===== config.mk =====
export PLATFORM = sky130hd
export DESIGN_NAME = enigma_engine
export DESIGN_NICKNAME = d
export VERILOG_FILES = /design/src/rtl/enigma_engine.sv
export SDC_FILE = /design/constraint.sdc
export NUM_CORES = 2
export LEC_CHECK = 0
export BUFFER_PORTS_ARGS = -buffer_cell sky130_fd_sc_hd__buf_2
export CAP_MARGIN = 10
export CELL_PAD_IN_SITES_DETAIL_PLACEMENT = 1
export CELL_PAD_IN_SITES_GLOBAL_PLACEMENT = 2
export CORE_ASPECT_RATIO = 1.1
export CORE_MARGIN = 1.5
export CORE_UTILIZATION = 45
export CTS_CLUSTER_DIAMETER = 150
export DETAILED_ROUTE_END_ITERATION = 7
export PLACE_DENSITY_LB_ADDON = 0.1
export SYNTH_ARGS = -nofsm -noshare
export SYNTH_HDL_FRONTEND = slang
export SYNTH_SLANG_ARGS = --single-unit

===== constraint.sdc =====
create_clock -name clk -period 54.8 [get_ports clk]
set_input_delay 5.48 -clock clk [delete_from_list [all_inputs] [get_ports clk]]
set_output_delay 5.48 -clock clk [all_outputs]
set_load 0.005 [all_outputs]

===== src/rtl/enigma_engine.sv =====
`default_nettype none
// ============================================================================
// Module   : enigma_engine
// Brief    : Multi-rotor Enigma-style cipher, one rotor pass per clock cycle.
// Revision : 1.0
// ============================================================================
module enigma_engine #(
    parameter int NUM_ROTORS = 3,
    parameter int ALPHA      = 26,
    parameter int W          = 8
) (
    input  logic                    clk,
    input  logic                    reset,
    input  logic                    in_valid,
    output logic                    in_ready,
    input  logic [W-1:0]            din,
    output logic                    out_valid,
    input  logic                    out_ready,
    output logic [W-1:0]            dout,
    output logic                    err,
    input  logic                    cfg_we,
    input  logic [1:0]              cfg_kind,
    input  logic [3:0]              cfg_tgt,
    input  logic [W-1:0]            cfg_addr,
    input  logic [W-1:0]            cfg_data,
    output logic [NUM_ROTORS*W-1:0] pos_out
);

    localparam int              c_aw       = (ALPHA > 2) ? $clog2(ALPHA) : 1;
    localparam int              c_rw       = (NUM_ROTORS > 1) ? $clog2(NUM_ROTORS) : 1;
    localparam logic [W:0]      c_alpha    = (W+1)'(ALPHA);
    localparam logic [W:0]      c_last     = (W+1)'(ALPHA - 1);
    localparam logic [c_rw-1:0] c_last_rot = c_rw'(NUM_ROTORS - 1);
    localparam logic [3:0]      c_refl_tgt = 4'(NUM_ROTORS);

    typedef enum logic [2:0] {
        S_IDLE = 3'd0,
        S_STEP = 3'd1,
        S_FWD  = 3'd2,
        S_REFL = 3'd3,
        S_BWD  = 3'd4,
        S_DONE = 3'd5
    } state_t;

    state_t r_state, w_state_nxt;

    logic [W-1:0]    r_fwd   [NUM_ROTORS][ALPHA];
    logic [W-1:0]    r_inv   [NUM_ROTORS][ALPHA];
    logic [W-1:0]    r_refl  [ALPHA];
    logic [W-1:0]    r_pos   [NUM_ROTORS];
    logic [W-1:0]    r_notch [NUM_ROTORS];
    logic [W-1:0]    r_sym;
    logic [c_rw-1:0] r_rot;
    logic            r_err;

    logic                  w_accept, w_bad_sym, w_cfg_ok, w_cfg_en;
    logic [NUM_ROTORS-1:0] w_adv;
    logic [W-1:0]          w_rot_pos, w_map, w_rot_out;
    logic [W:0]            w_sum, w_diff;
    logic [c_aw-1:0]       w_idx;

    assign w_accept  = in_valid && (r_state == S_IDLE);
    assign w_bad_sym = ({1'b0, din} >= c_alpha);

    always_comb begin
        w_cfg_ok = 1'b0;
        if (({1'b0, cfg_addr} < c_alpha) && ({1'b0, cfg_data} < c_alpha)) begin
            case (cfg_kind)
                2'd0:       w_cfg_ok = (cfg_tgt <= c_refl_tgt);
                2'd1, 2'd2: w_cfg_ok = (cfg_tgt < c_refl_tgt);
                default:    w_cfg_ok = 1'b0;
            endcase
        end
    end

    assign w_cfg_en = cfg_we && (r_state == S_IDLE) && w_cfg_ok;

    // Forward and inverse tables are written together so they stay mutual inverses.
    always_ff @(posedge clk or posedge reset) begin
        if (reset) begin
            for (int r = 0; r < NUM_ROTORS; r++) begin
                for (int a = 0; a < ALPHA; a++) begin
                    r_fwd[r][a] <= W'(a);
                    r_inv[r][a] <= W'(a);
                end
            end
            for (int a = 0; a < ALPHA; a++) begin
                r_refl[a] <= W'(ALPHA - 1 - a);
            end
        end else if (w_cfg_en && (cfg_kind == 2'd0)) begin
            if (cfg_tgt == c_refl_tgt) begin
                r_refl[cfg_addr[c_aw-1:0]] <= cfg_data;
            end else begin
                r_fwd[cfg_tgt[c_rw-1:0]][cfg_addr[c_aw-1:0]] <= cfg_data;
                r_inv[cfg_tgt[c_rw-1:0]][cfg_data[c_aw-1:0]] <= cfg_addr;
            end
        end
    end

    // Odometer carry: a rotor moves only if its neighbour moved from its notch.
    always_comb begin
        w_adv    = '0;
        w_adv[0] = 1'b1;
        for (int i = 1; i < NUM_ROTORS; i++) begin
            w_adv[i] = w_adv[i-1] && (r_pos[i-1] == r_notch[i-1]);
        end
    end

    always_ff @(posedge clk or posedge reset) begin
        if (reset) begin
            for (int i = 0; i < NUM_ROTORS; i++) begin
                r_pos[i]   <= '0;
                r_notch[i] <= W'(ALPHA - 1);
            end
        end else if (w_cfg_en && (cfg_kind == 2'd1)) begin
            r_pos[cfg_tgt[c_rw-1:0]] <= cfg_data;
        end else if (w_cfg_en && (cfg_kind == 2'd2)) begin
            r_notch[cfg_tgt[c_rw-1:0]] <= cfg_data;
        end else if (r_state == S_STEP) begin
            for (int i = 0; i < NUM_ROTORS; i++) begin
                if (w_adv[i]) begin
                    r_pos[i] <= ({1'b0, r_pos[i]} == c_last) ? '0 : r_pos[i] + 1'b1;
                end
            end
        end
    end

    // Shared rotor pass: offset by position, look up, remove offset.
    always_comb begin
        w_rot_pos = r_pos[r_rot];
        w_sum     = {1'b0, r_sym} + {1'b0, w_rot_pos};
        w_idx     = (w_sum >= c_alpha) ? c_aw'(w_sum - c_alpha) : c_aw'(w_sum);
        w_map     = (r_state == S_BWD) ? r_inv[r_rot][w_idx] : r_fwd[r_rot][w_idx];
        w_diff    = {1'b0, w_map} + c_alpha - {1'b0, w_rot_pos};
        w_rot_out = (w_diff >= c_alpha) ? W'(w_diff - c_alpha) : W'(w_diff);
    end

    always_ff @(posedge clk or posedge reset) begin
        if (reset) begin
            r_state <= S_IDLE;
        end else begin
            r_state <= w_state_nxt;
        end
    end

    always_comb begin
        w_state_nxt = r_state;
        in_ready    = 1'b0;
        out_valid   = 1'b0;
        case (r_state)
            S_IDLE: begin
                in_ready = 1'b1;
                if (w_accept) begin
                    w_state_nxt = w_bad_sym ? S_DONE : S_STEP;
                end
            end
            S_STEP: w_state_nxt = S_FWD;
            S_FWD:  if (r_rot == c_last_rot) w_state_nxt = S_REFL;
            S_REFL: w_state_nxt = S_BWD;
            S_BWD:  if (r_rot == '0) w_state_nxt = S_DONE;
            S_DONE: begin
                out_valid = 1'b1;
                if (out_ready) begin
                    w_state_nxt = S_IDLE;
                end
            end
            default: w_state_nxt = S_IDLE;
        endcase
    end

    always_ff @(posedge clk or posedge reset) begin
        if (reset) begin
            r_sym <= '0;
            r_rot <= '0;
            r_err <= 1'b0;
        end else begin
            r_err <= 1'b0;
            case (r_state)
                S_IDLE: begin
                    if (w_accept) begin
                        r_sym <= din;
                        r_err <= w_bad_sym;
                    end
                end
                S_STEP: r_rot <= '0;
                S_FWD: begin
                    r_sym <= w_rot_out;
                    if (r_rot != c_last_rot) begin
                        r_rot <= r_rot + 1'b1;
                    end
                end
                S_REFL: r_sym <= r_refl[r_sym[c_aw-1:0]];
                S_BWD: begin
                    r_sym <= w_rot_out;
                    if (r_rot != '0) begin
                        r_rot <= r_rot - 1'b1;
                    end
                end
                default: ;
            endcase
        end
    end

    assign dout = r_sym;
    assign err  = r_err;

    generate
        for (genvar i = 0; i < NUM_ROTORS; i++) begin : g_pos
            assign pos_out[i*W +: W] = r_pos[i];
        end
    endgenerate

endmodule
`default_nettype wire

==> key figures <==
Outcome
  • Status: finished, final reports clean

Critical path
  • Worst R2R Setup Slack: 44.88 ns
  • Reg-to-Reg End: dout[4]
  • R2R depth: 28
  • Critical path peak fanout: 137
  • Crit. End Element: flop
  • CP dominant cell by count: ha_1
  • Crit-path slowest cell: a311oi_4
  • Critical Path AT: 10.66 ns
  • Critical path type: reg -> reg
  • FF-to-FF Start: r_rot[0]
  • Worst Path Required: 55.54 ns
  • CP max stage delay: 0.91 ns
  • CP Launch Type: flop

Routing
  • Detail Route Antenna Nets: 0
  • Post-detailed-route wirelength per cell: 28.2 um
  • Routed wire length: 221000 um
  • DR WL met3: 7990 um
  • Top routing layer used: met4
  • Vias/cell: 5.98
  • # DRC: 0
  • DRT Pass-1 Iters: 5
  • Initial drt markers: 2966
  • Met2 WL post-DR: 105000 um
  • Metal1 wirelength: 103000 um
  • Vias: 47000

Die
  • Core footprint: 156000 um^2
  • Die width: 381 um
  • Chip height: 419 um
  • I/O pins: 70
  • Initial Utilization: 45.3%
  • FP Rows: 152
  • Die ar.: 159000 um^2

Global route
  • First-pass GRT wire length: 335000 um
  • Largest net degree at the start of global routing: 174
  • Grt ovf: 0
  • All-Layer GR Usage: 27.8%
  • Vias in the first global route: 49600
  • Initial antenna violation count: 10

CTS
  • Clock latency on the worst-skew pair: 0.84 ns
  • Postcts setup bufs: 0
  • # resized after CTS: 0
  • Clock Path Buffers: 3
  • Hold_buf cts: 0
  • Clk pin slew, worst setup/hold paths: 0.06 ns
  • CTS Buf Count: 165
  • CTS tree: built
  • TritonCTS Sinks: 1510
  • Clock root buffer: clkbuf_16
  • CTS HTree Levels: 4

STA
  • Hold Slack: 0.479 ns
  • Final hold violations: 0
  • Max Slew Vio Count: 0
  • Slew HR: 22.1%
  • Final setup viols: 0
  • Worst slew pin tran: 1.17 ns
  • Post-route setup TNS: 0 ns
  • Fin Clk Skew: 0.0228 ns
  • Max frequency: 0.101 GHz
  • Period utilization: 18.1%
  • Unrepaired setup endpoints after global routing: false
  • Tmin final: 9.92 ns

Placement
  • PortBufs: 69
  • Hpwl dp: 141000 um
  • Routability cong.: 0.873

Logic synthesis
  • Cell count after synthesis: 5706
  • Ys async rst share: 100%
  • Sequential share of the synthesized area: 54.2%
  • Synth warnings: 0
  • Syn_nets: 5778
  • Average cell area after synthesis: 12.4 um^2
  • Synth top area cells: dfrtp_1, mux2_2, dfstp_2
  • #FFs+latches synth: 1510
  • Cell variety after synth: 87
  • Post-synth top area share: 39.1%
  • Mapped cell area: 70700 um^2
  • Yosys top cell by area: dfrtp_1
  • Most used DFF post-synth: dfrtp_1
  • Post-synth EDFFs: 0

Layout
  • Area Overhead vs Synth: 10.9%
  • Share of layout cells above drive strength 1: 36.4%
  • Ant. Diodes: 0
  • Final net count: 5709

Hold path
  • Worst hold path class: reg -> reg
  • Hold path depth: 1
  • Worst Hold End: r_inv[447]
  • Hold path startpoint: r_inv[447]

Pwr
  • VDD IR max: 0.136 mV
  • Leakage: 35.8 nW
  • PD cells: 67.0 nW/um^2

Flow run
  • Max-cap violations: 0
-- Yosys cell counts (35+ instances only) --
master,number
mux2_2,1174
dfrtp_1,1105
and2_1,419
dfstp_2,405
nand2_1,352
o21ai_0,328
clkbuf_1,286
mux2i_1,207
nor2_1,166
a21oi_1,156
nor2b_1,147
a221o_1,127
a221oi_1,123
buf_2,73
mux4_2,44
nor3_1,41
a22oi_1,39
ha_1,35
-- logic make-up (layout without fill, tap and decap cells) --
kind of cell | Yosys count | in the layout | synth area share, %
fa+ha+maj | 37 | 37 | 0.676
mux | 1425 | 1425 | 23.0
xor+xnor | 33 | 33 | 0.462
simple gates | 1297 | 1297 | 9.71
buf+inv | 428 | 498 | 2.44
compound gates | 976 | 976 | 9.50
flops | 1510 | 1510 | 54.2
-- through the flow --
stage | utilization (%) | area (um^2) | instances | setup WS, ns | total power, mW
2_1_floorplan | - | 70700 | 5706 | 7.39 | 3.04
3_3_place_gp | 46.8 | 73000 | 7548 | 45.10 | 4.10
3_5_place_dp | 46.8 | 73000 | 7548 | 44.95 | 4.12
4_1_cts | 50.2 | 78400 | 7854 | 44.92 | 5.26
5_1_grt | 50.3 | 78400 | 7855 | 44.34 | 5.52
6_report | 50.3 | 78400 | 7855 | 44.88 | 5.25
-- layer usage --
metal / up-vias / GRT usage, %
met5: - / 0
met4: 0 / 7.33
met3: 286 / 3.80
met2: 861 / 44.8
met1: 25400 / 39.6
li1: 20500 / -
-- where the power goes --
group          switching [mW]  internal (mW)  total, mW
clock                   0.472          0.650       1.12
combinational            1.99          0.975       2.97
sequential             0.0365           1.13       1.16
total                    2.50           2.75       5.25
-- critical path: cells and delay by family (launching register included) --
kind            cells  cell delay (ns)
flops               1             0.75
buf+inv             5             1.43
fa+ha+maj           4             1.14
simple gates        6             2.74
xor+xnor            2             0.37
compound gates     11             3.24
-- how the worst max path moves through the flow --
stage | startpoint | end | slack [ns]
floorplan | reset | dout[0] | 7.39
global placement | r_rot[0] | dout[4] | 45.10
detailed placement | r_rot[0] | dout[4] | 44.95
CTS | r_rot[0] | dout[4] | 44.92
global route | r_rot[0] | dout[4] | 44.34
finish | r_rot[0] | dout[4] | 44.88
-- final cells by class --
| type | count | area [um^2] |
|---|---|---|
| multi-input combinational | 3768 | 30700 |
| timing repair buffer | 156 | 1160 |
| clock inverter | 30 | 364 |
| tap | 2079 | 2600 |
| sequential | 1510 | 38300 |
| clock buffer | 276 | 5040 |
| fill | 15700 | 77600 |
| inverter | 36 | 158 |
-- registers in the layout (all words and copies together), names as in the netlist --
name,count
pos_out,24
r_fwd,624
r_refl,208
r_inv,624
r_rot,2
err,1
dout,8
r_state,3
r_notch,16
-- layout by cell type (no fill, tap or decap), drive strengths merged, types with 15 or more instances in the layout --
cell type,Yosys,layout
xnor2,17,17
a211oi,21,21
nor2,188,188
or3,16,16
nand2b,20,20
a221o,127,127
clkbuf,286,277
nor4,20,20
ha,35,35
and2,419,419
nor2b,147,147
dfrtp,1105,1105
mux4,44,44
nor3,50,50
nand3,31,31
mux2,1174,1174
inv,34,40
dfstp,405,405
a21oi,158,158
mux2i,207,207
clkinv,2,17
nand2,353,353
a221oi,126,126
a22oi,39,39
o22ai,32,32
o22a,18,18
a31oi,25,25
buf,106,155
o21ai,336,336
xor2,15,15
No activity file was read; power rests on OpenSTA's default activity.
